<file path="src/rtl/inst_fetch_queue.sv">
// Fetch-to-decode instruction buffer: circular queue taking up to FETCH_W
// instructions per cycle and presenting the oldest FETCH_W in program order.
module inst_fetch_queue #(
  parameter int FETCH_W = 2,
  parameter int XLEN    = 32,
  parameter int DEPTH   = 8
) (
  input  logic                         clk,
  input  logic                         reset,
  input  logic                         flush,
  input  logic [FETCH_W-1:0]           in_valid,
  input  logic [FETCH_W*XLEN-1:0]      in_pc,
  input  logic [FETCH_W*XLEN-1:0]      in_instr,
  output logic                         in_ready,
  output logic [FETCH_W-1:0]           out_valid,
  output logic [FETCH_W*XLEN-1:0]      out_pc,
  output logic [FETCH_W*XLEN-1:0]      out_instr,
  input  logic                         out_ready,
  output logic [$clog2(DEPTH+1)-1:0]   count
);

  localparam int PW = $clog2(DEPTH);
  localparam int CW = $clog2(DEPTH+1);

  // Entry storage; contents are never reset, only the pointers and count are.
  logic [XLEN-1:0] pc_mem    [DEPTH];
  logic [XLEN-1:0] instr_mem [DEPTH];

  logic [PW-1:0] head_reg, head_next;
  logic [PW-1:0] tail_reg, tail_next;
  logic [CW-1:0] count_reg, count_next;
  logic [CW-1:0] free_slots;
  logic [CW-1:0] n_enq, n_deq;
  logic          enq_fire, deq_fire;
  logic [PW-1:0] wr_off [FETCH_W];

  // Readiness looks only at occupancy so fetch never sees a path through decode.
  assign free_slots = CW'(DEPTH) - count_reg;
  assign in_ready   = free_slots >= CW'(FETCH_W);
  assign enq_fire   = in_ready && (|in_valid) && !flush;
  assign deq_fire   = out_ready && (|out_valid) && !flush;
  assign count      = count_reg;

  // Compaction: each valid lane lands at tail plus the number of valid lanes below it.
  always_comb begin
    logic [PW-1:0] acc;
    logic [CW-1:0] cnt;
    acc = '0;
    cnt = '0;
    for (int i = 0; i < FETCH_W; i++) begin
      wr_off[i] = acc;
      acc = acc + PW'(in_valid[i]);
      cnt = cnt + CW'(in_valid[i]);
    end
    n_enq = enq_fire ? cnt : '0;
  end

  always_comb begin
    logic [CW-1:0] cnt;
    cnt = '0;
    for (int i = 0; i < FETCH_W; i++) begin
      cnt = cnt + CW'(out_valid[i]);
    end
    n_deq = deq_fire ? cnt : '0;
  end

  genvar gi;
  generate
    for (gi = 0; gi < FETCH_W; gi++) begin : g_out_lane
      logic [PW-1:0] rd_ptr;
      assign rd_ptr                       = head_reg + PW'(gi);
      assign out_valid[gi]                = count_reg > CW'(gi);
      assign out_pc[gi*XLEN +: XLEN]      = out_valid[gi] ? pc_mem[rd_ptr]    : '0;
      assign out_instr[gi*XLEN +: XLEN]   = out_valid[gi] ? instr_mem[rd_ptr] : '0;
    end
  endgenerate

  always_comb begin
    head_next  = head_reg;
    tail_next  = tail_reg;
    count_next = count_reg;
    if (flush) begin
      head_next  = '0;
      tail_next  = '0;
      count_next = '0;
    end else begin
      tail_next  = tail_reg + PW'(n_enq);
      head_next  = head_reg + PW'(n_deq);
      count_next = count_reg + n_enq - n_deq;
    end
  end

  always_ff @(posedge clk or posedge reset) begin
    if (reset) begin
      head_reg  <= '0;
      tail_reg  <= '0;
      count_reg <= '0;
    end else begin
      head_reg  <= head_next;
      tail_reg  <= tail_next;
      count_reg <= count_next;
    end
  end

  always_ff @(posedge clk) begin
    if (enq_fire) begin
      for (int i = 0; i < FETCH_W; i++) begin
        if (in_valid[i]) begin
          pc_mem[tail_reg + wr_off[i]]    <= in_pc[i*XLEN +: XLEN];
          instr_mem[tail_reg + wr_off[i]] <= in_instr[i*XLEN +: XLEN];
        end
      end
    end
  end

endmodule
</file>
<file path="config.mk">
export PLATFORM = sky130hd
export DESIGN_NAME = inst_fetch_queue
export DESIGN_NICKNAME = d
export VERILOG_FILES = /design/src/rtl/inst_fetch_queue.sv
export SDC_FILE = /design/constraint.sdc
export NUM_CORES = 1
export LEC_CHECK = 0
export ABC_CLOCK_PERIOD_IN_PS = 12200
export CAP_MARGIN = 20
export CORE_AREA = 2 2 280 282
export DETAILED_ROUTE_END_ITERATION = 6
export DIE_AREA = 0 0 282 284
export GPL_TIMING_DRIVEN = 1
export PLACE_DENSITY = 0.69
export SLEW_MARGIN = 20
export SYNTH_ARGS = -nofsm -noshare
export SYNTH_HDL_FRONTEND = slang
export SYNTH_SLANG_ARGS = --single-unit
</file>
<file path="constraint.sdc">
create_clock -name clk -period 12.2 [get_ports clk]
set_input_delay 3.05 -clock clk [delete_from_list [all_inputs] [get_ports clk]]
set_output_delay 3.05 -clock clk [all_outputs]
set_load 0.05 [all_outputs]
</file>
# --- Yosys cells after proc, flatten, opt, wreduce, memory -nomap -nowiden ---
# Memories as Yosys holds them, arrays and structs flattened.
# Index checks and enable logic that the tools add are counted.
totals:
  elab_cells: 39
  regBits: 10
  mem_count: 2
  mem_bits_rw: 512
  input_bits: 134
  out_inout_bits: 135
classes:
  muxes: 15
  n_lt_le_gt_ge: 3
  n_addsub: 9
  n_reduce_logical: 7
mem_list:
  columns: ["memory", "depth", "width", "rd", "rd_ports_with_merged_regs", "write_ports", "line", "rtl"]
  rows:
  - ["instr_mem", 8, 32, 2, 0, 2, "27", "logic [XLEN-1:0] instr_mem [DEPTH];"]
  - ["pc_mem", 8, 32, 2, 0, 2, "26", "logic [XLEN-1:0] pc_mem [DEPTH];"]
ops:
  columns: ["op", "count"]
  rows:
  - ["$mux 32", 4]
  - ["$gt 4x1->1 const B", 2]
  - ["$add 3x2->3", 2]
  - ["$mux 1", 6]
  - ["$mux 3", 2]
  - ["$add 1x1->2", 2]
  - ["$add 4x2->4", 1]
  - ["$ge 4x2->1 const B", 1]
  - ["$logic_and 1x1->1", 4]
  - ["$mux 2", 2]
  - ["$mux 4", 1]
  - ["$reduce_or 2->1", 2]
  - ["$sub 4x2->4", 1]
  - ["$sub 4x4->4 const A", 1]
  - ["$add 3x1->3", 1]
  - ["$add 3x1->3 const B", 1]
  - ["$logic_not 1->1", 1]

# --- Longest topological paths before layout ---
# Gate-level depths: netlist of run 1.
depth:
  depth_word: 8
  depth_mapped: 14
  mapped_depth_nobuf: 13

# --- Worst setup path before layout of run 1 ---
# No wires, ideal clock.
synth_timing:
  kind: "in2reg"
  startpoint: "in in_valid[0]"
  endpoint: "mem instr_mem[2][0] (enable)"
  setup_ps: 661
  path_slack_ps: 1292
  t_required_ps: 11539
  arrival_time_ps: 10247
  path_stages: 5
  path_buffers: 0
  path_cell_list: "inv_1 ha_1 nor2_1 o21ai_1 o41ai_1"
synth_lines:
  columns: ["element", "line", "rtl"]
  rows:
  - ["start: declaration", "11", "input logic [FETCH_W-1:0] in_valid,"]
  - ["end: declaration", "27", null]

# --- Final worst setup path of run 1 ---
layout_timing:
  startpoint: "reg head_reg[1]"
  endpoint: "out out_instr[52]"
layout_between:
  elab_chain_cells: 3
layout_lines:
  columns: ["element", "line", "rtl"]
  rows:
  - ["start: declaration", "29", "logic [PW-1:0] head_reg, head_next;"]
  - ["start signal: assignment", "99", "head_reg <= head_next;"]
  - ["$add 3x1->3", "71", "assign rd_ptr = head_reg + PW'(gi);"]
  - ["$mem_v2 8x32", null, null]
  - ["$mux 32", "74", "assign out_instr[gi*XLEN +: XLEN] = out_valid[gi] ? instr_mem[rd_ptr] : '0;"]
  - ["end: declaration", "17", "output logic [FETCH_W*XLEN-1:0] out_instr,"]
# No other way between the ends.

==> results of run 1 <==
[synth_stat cells]
| cell | count | area (um^2) |
|---|---|---|
| nor3b_1 | 1 | 7.510 |
| fa_1 | 4 | 80.08 |
| a211oi_1 | 1 | 7.510 |
| and3_1 | 2 | 12.51 |
| edfxtp_1 | 512 | 15370 |
| nor2_1 | 72 | 270.3 |
| o41ai_1 | 2 | 17.52 |
| o21a_1 | 1 | 7.510 |
| mux4_2 | 256 | 5766 |
| nand2_1 | 133 | 499.2 |
| o211ai_1 | 4 | 30.03 |
| buf_4 | 8 | 60.06 |
| ha_1 | 18 | 225.2 |
| o41ai_4 | 1 | 27.53 |
| nand2b_1 | 2 | 12.51 |
| buf_6 | 40 | 450.4 |
| a21oi_1 | 65 | 325.3 |
| a21o_1 | 1 | 7.510 |
| nor4_1 | 1 | 6.260 |
| nor4bb_1 | 2 | 20.02 |
| nor2b_1 | 5 | 31.28 |
| clkbuf_1 | 48 | 180.2 |
| mux2_2 | 512 | 5766 |
| o21ai_1 | 1 | 5.000 |
| buf_2 | 47 | 235.2 |
| xor2_1 | 3 | 26.28 |
| xnor2_1 | 5 | 43.79 |
| mux2i_1 | 64 | 640.6 |
| dfrtp_1 | 10 | 250.2 |
| or2_2 | 1 | 6.260 |
| o2111ai_1 | 4 | 35.03 |
| inv_1 | 15 | 56.30 |
| a31oi_2 | 1 | 12.51 |
| nand3_1 | 2 | 10.01 |
| o31ai_1 | 6 | 45.04 |
| buf_1 | 6 | 22.52 |
[worst paths after layout]
kind	from	cells after the start	to	slack, ns
max	head_reg[1]	6	out_instr[52]	4.32
min	tail_reg[1]	3	tail_reg[1]	0.75
max reg2reg	count[0]	14	count[3]	7.63
min reg2reg	tail_reg[1]	3	tail_reg[1]	0.75
max in group asynchronous	reset	2	head_reg[2]	8.92
min in group asynchronous	reset	2	count[1]	2.92
[layout make-up]
class | instances | area (um^2)
Tap cell | 1040 | 1301
Timing Repair Buffer | 313 | 3065
Fill cell | 6590 | 41050
Multi-Input combinational cell | 1170 | 14160
Clock inverter | 23 | 142.6
Inverter | 15 | 57.56
Antenna cell | 9 | 22.52
Sequential cell | 522 | 15640
Clock buffer | 76 | 1519
[cells in the final DEF, fill, tap and decap left out, types with 4 or more instances in the layout]
cell type,netlist,layout
a21oi_1,65,65
buf_4,8,42
clkbuf_1,48,18
clkbuf_16,0,58
clkdlybuf4s50_1,0,268
clkinv_1,0,15
clkinv_2,0,4
dfrtp_1,10,7
diode_2,0,9
edfxtp_1,512,512
fa_1,4,4
ha_1,18,17
inv_1,15,14
mux2_2,512,512
mux2i_1,64,64
mux4_2,256,256
nand2_1,133,133
nor2_1,72,72
nor2b_1,5,5
o2111ai_4,0,4
o211ai_1,4,4
o31ai_4,0,6
xnor2_1,5,4
[report_power, final]
group	total, mW	leakage, nW	internal (mW)	switching (mW)
registers	2.21	4.76	2.11	0.105
logic	4.30	5.79	1.61	2.69
clock network	1.58	0.801	0.885	0.699
total	8.10	11.3	4.61	3.49
[cell families (layout without fill, tap and decap cells)]
group / count (synthesis) / in the layout / share of synthesized area
multiplexers: 832 / 832 / 0.3981
flip-flops: 522 / 522 / 0.5111
AND/OR/NAND/NOR: 221 / 221 / 0.02865
buffers and inverters: 164 / 427 / 0.03286
AO/OA/AOI/OAI: 87 / 87 / 0.01702
adder cells (fa/ha/maj): 22 / 22 / 0.009986
XOR/XNOR: 8 / 8 / 0.002292
other: 0 / 9 / 0
[per-stage QoR]
| stage | setup slack, ns | total power [mW] | instances |
|---|---|---|---|
| after floorplan | 1.292 | 5.152 | 1856 |
| after global placement | 4.880 | 6.543 | 3059 |
| after detailed placement | 4.938 | 6.566 | 3059 |
| after CTS | 4.249 | 8.161 | 3158 |
| after global routing | 4.088 | 8.413 | 3164 |
| final | 4.319 | 8.100 | 3168 |
[per-layer routing]
layer | GRT usage | wire [um] | vias up
met5 | 0 | 148 | -
met4 | 0.07154 | 2433 | 22
met3 | 0.05870 | 7720 | 153
met2 | 0.3785 | 44780 | 708
met1 | 0.2946 | 36830 | 9863
li1 | - | - | 7980
[worst max-delay path: cells and delay by family (launching register included)]
family | cells | cell delay, ns
adder cells (fa/ha/maj) | 1 | 0.60
multiplexers | 1 | 0.35
flip-flops | 1 | 0.99
buffers and inverters | 2 | 1.68
AND/OR/NAND/NOR | 1 | 0.05
AO/OA/AOI/OAI | 1 | 0.40
==> metrics.yaml, run 1 <==
placement:
  dpl-instance-area_um2: 34190
  portBuffers: 268
  dp_hpwl_um: 53350
  gp_congestion: 0.7608
timing:
  finalSetupTns_ns: 0
  finalSetupViolations: 0
  max_clock_freq_ghz: 0.1269
  tightest_slew_ns: 1.104
  period_share: 0.6460
  rsz0062_at_grt: "no"
  final_hold_viol_count: 0
  min_period_ns: 7.881
  clock-skew-final_ns: 0.03372
  slew-limit-headroom: 0.2636
  hold_ws_ns: 0.7525
  drv_slew: 0
power:
  ir_worst_vdd_mv: 0.1761
  p_leak_nw: 11.35
  p_per_area_nw_per_um2: 225.6
cts:
  cts_buffers: 56
  cts_tree: "done"
  cts.path.max_buffers: 3
  clkTransAtPathRegs_ns: 0.07
  postCtsResizedCells: 0
  clock-root-buffer: "clkbuf_16"
  clock_sinks: 522
  cts_hold_buf: 0
  htreeDepth: 2
  cts_setup_buffers: 0
  clk_latency_ns: 0.62
setup_path:
  worstPathArrival_ns: 4.83
  cp_slowest_cell: "dfrtp_4"
  cp-start-kind: "register"
  critPathMaxFanout: 52
  end_kind: "output pin"
  crit_required_ns: 9.15
  cpPeakStageDelay_ns: 0.99
  crit_chain: "ha_4, buf_4, mux4_2, nand2_1, a21oi_1, clkdlybuf4s50_1"
  path_class: "register to output pin"
outcome:
  status: "finished, final reports clean"
synth:
  yosysSeqAreaShare: 0.5111
  ys_types: 36
  synth.ff_latch_count: 522
  syn_area_um2: 30570
  avgSynthCellArea_um2: 16.47
  syn_inst: 1856
  yosysWarnings: 0
  synth.net_count: 2012
die:
  chipWidth_um: 282
  row_count: 102
  ios: 269
  die_area_um2: 80090
  start_util: 0.3973
  die_h_um: 284
  core-area_um2: 76960
cells_and_area:
  drive_gt1_frac: 0.4261
  area_growth_pct: 17.45
  utilization: 0.4666
  postLayoutCellArea_um2: 35910
  num-nets-final: 2234
global_route:
  gr-usage-all-layers: 0.2290
  antenna_found_initial: 20
  overflow: 0
  grt_max_degree: 166
  grt_pass1_wl_um: 134500
  grt_pass1_vias: 20070
detailed_routing:
  wl_um: 91900
  drt_drc_violations_left: 0
  drtIter0Drc: 1662
  antenna_left: 0
  num_vias: 18730
  wl_per_cell_um: 29.01
  firstDrtPassIters: 7
  vias_per_cell: 5.911
flow_run:
  maxCapViolations: 0
hold_path:
  hold_class: "register to register"
Note: power is estimated with default switching activity, not from simulation.
==> inputs of run 2 (changes only) <==
ABC_CLOCK_PERIOD_IN_PS = 8100   (was 12200)
clock period = 8.1 ns   (was 12.2 ns; I/O delays follow)
==> run 2 against run 1 <==
  * Sequential power rose by 51%
  * Final area rose by 0.46%
  * First-iteration DRC count rose by 4.5%
  * Clock power rose by 61%
  * Die area did not move
  * Wire length fell by 2.1%
  * Register-to-register slack got worse by 4.2 ns
  * Worst setup slack got worse by 2.7 ns
  * Largest cell class unchanged
  * Highest routed layer unchanged
  * Non-clock buffer count rose by 2
  * Utilization rose by 0.21 points
  * Critical path depth did not move
  * Largest power group unchanged
==> metrics.yaml, run 2 (same netlist as run 1, synthesis figures left out) <==
outcome:
  status: "finished, final reports clean"  # unchanged
cells_and_area:
  num-nets-final: 2237  # was 2234
  stdcell_count: 3179  # was 3168
  postLayoutCellArea_um2: 36070  # was 35910 um^2
  drive_gt1_frac: 0.4330  # was 0.4261
  final_cell_mix: "mux2_2 (512), edfxtp_1 (512), clkdlybuf4s50_1 (268), mux4_2 (256), nand2_1 (133)"  # unchanged
  area_growth_pct: 17.99  # was 17.45%
setup_path:
  critPathMaxFanout: 34  # was 52
  end_kind: "output pin"  # unchanged
  crit_required_ns: 6.08  # was 9.15 ns
  cp-start-kind: "register"  # unchanged
  worstPathArrival_ns: 4.44  # was 4.83 ns
  r2r_start: "count[2]"  # was count[0]
  path_class: "register to output pin"  # unchanged
  crit_path_start: "head_reg[1]"  # unchanged
timing:
  drv_slew: 0  # unchanged
  slew-limit-headroom: 0.2453  # was 0.2636
  finalWorstSetupSlack_ns: 1.635  # was 4.319 ns
  max_clock_freq_ghz: 0.1547
  tightest_slew_ns: 1.132  # was 1.104 ns
  hold_ws_ns: 0.7757  # was 0.7525 ns
  clock-skew-final_ns: 0.01266  # was 0.03372 ns
  period_share: 0.7982
  final_hold_viol_count: 0  # unchanged
  finalSetupViolations: 0  # unchanged
  rsz0062_at_grt: "no"  # unchanged
  min_period_ns: 6.465
cts:
  cts.path.max_buffers: 3  # unchanged
  postCtsResizedCells: 0  # unchanged
  clkTransAtPathRegs_ns: 0.06  # was 0.07 ns
  clock_sinks: 522  # unchanged
  clk_latency_ns: 0.61  # was 0.62 ns
  htreeDepth: 2  # unchanged
  clock-root-buffer: "clkbuf_16"  # unchanged
  cts_hold_buf: 0  # unchanged
  cts_buffers: 57  # was 56
  cts_setup_buffers: 0  # unchanged
  cts_tree: "done"  # unchanged
placement:
  dp_hpwl_um: 52560  # was 53350 um
  portBuffers: 268  # unchanged
  place_ws_ns: 2.276  # was 4.938 ns
  dpl-instance-area_um2: 34230  # was 34190 um^2
  gp_congestion: 0.7912  # was 0.7608
  placed_cells: 3061  # was 3059
global_route:
  gr-usage-all-layers: 0.2226  # was 0.2290
  grt_pass1_wl_um: 131300  # was 134500 um
  antenna_found_initial: 24  # was 20
  grt_pass1_vias: 19900  # was 20070
  grt_max_degree: 123  # was 166
  overflow: 0  # unchanged
detailed_routing:
  num_vias: 18870  # was 18730
  antenna_left: 0  # unchanged
  wl_um: 89950  # was 91900 um
  vias_per_cell: 5.936  # was 5.911
  firstDrtPassIters: 5  # was 7
  drtIter0Drc: 1737  # was 1662
  wl_per_cell_um: 28.29  # was 29.01 um
  drt_drc_violations_left: 0  # unchanged
die:
  die_h_um: 284  # unchanged
  start_util: 0.3973  # unchanged
  chipWidth_um: 282  # unchanged
  ios: 269  # unchanged
  core-area_um2: 76960  # unchanged
  row_count: 102  # unchanged
  die_area_um2: 80090  # unchanged
hold_path:
  hp-start: "tail_reg[1]"  # unchanged
  hold_class: "register to register"  # unchanged
power:
  finalPower_mw: 12.31  # was 8.100 mW
  p_per_area_nw_per_um2: 341.3  # was 225.6 nW/um^2
  ir_worst_vdd_mv: 0.2984  # was 0.1761 mV
  p_leak_nw: 11.44  # was 11.35 nW
flow_run:
  maxCapViolations: 0  # unchanged
==> run 2: cell types whose count changed in the layout (fill, tap and decap cells not counted), moves of 2 or more <==
cell / change
clkbuf_1: -9
clkinv_2: +9
bufinv_16: +3
diode_2: +3
buf_12: +2
clkinv_1: -2
clkinvlp_4: +2
inv_6: +2
==> run 2: per-layer routing <==
metal  track usage  vias to the layer above  part of all wire
met5             0                        -            0.0019
met4       0.05984                       26             0.023
met3       0.05656                      155             0.083
met2        0.3635                      745              0.48
met1        0.2947                     9938              0.41
li1              -                     8005                 -
==> run 2: layout make-up <==
| class | count | area, um^2 |
|---|---|---|
| antenna | 12 | 30.03 |
| clock buffer | 67 | 1485 |
| clock inverter | 38 | 322.8 |
| fill | 6577 | 40880 |
| inverter | 15 | 57.56 |
| multi-input combinational | 1170 | 14160 |
| sequential | 522 | 15640 |
| tap | 1040 | 1301 |
| timing repair buffer | 315 | 3083 |
==> run 2: report_power, final <==
group          switching, mW  internal (mW)  total (mW)  leakage [nW]
clock                   1.10           1.44        2.54         0.884
combinational           4.02           2.42        6.44          5.80
sequential             0.156           3.17        3.33          4.76
==> run 2: through the flow <==
step / TNS, ns / utilization
after floorplan: -228.19 / -
after global placement: 0 / 0.4448
after detailed placement: 0 / 0.4448
after CTS: 0 / 0.4683
after global routing: 0 / 0.4685
final: 0 / 0.4688
==> run 2: worst max-delay path, cell delays in order, from the launching register on <==
cell	delay [ns]
dfrtp_4	0.77
ha_4	0.79
buf_4	0.57
mux4_2	0.32
nand2_1	0.06
a21oi_1	0.37
clkdlybuf4s50_1	0.89
==> run 2: final timing paths <==
kind / to / slack [ns] / depth (start not counted)
worst max register to register: count[3] / 3.44 / 14
max in group asynchronous: head_reg[1] / 5.86 / 2
worst min register to register: tail_reg[1] / 0.78 / 3
worst max-delay path: out_pc[39] / 1.63 / 6
worst min-delay path: tail_reg[1] / 0.78 / 3
min in group asynchronous: count[3] / 1.87 / 2
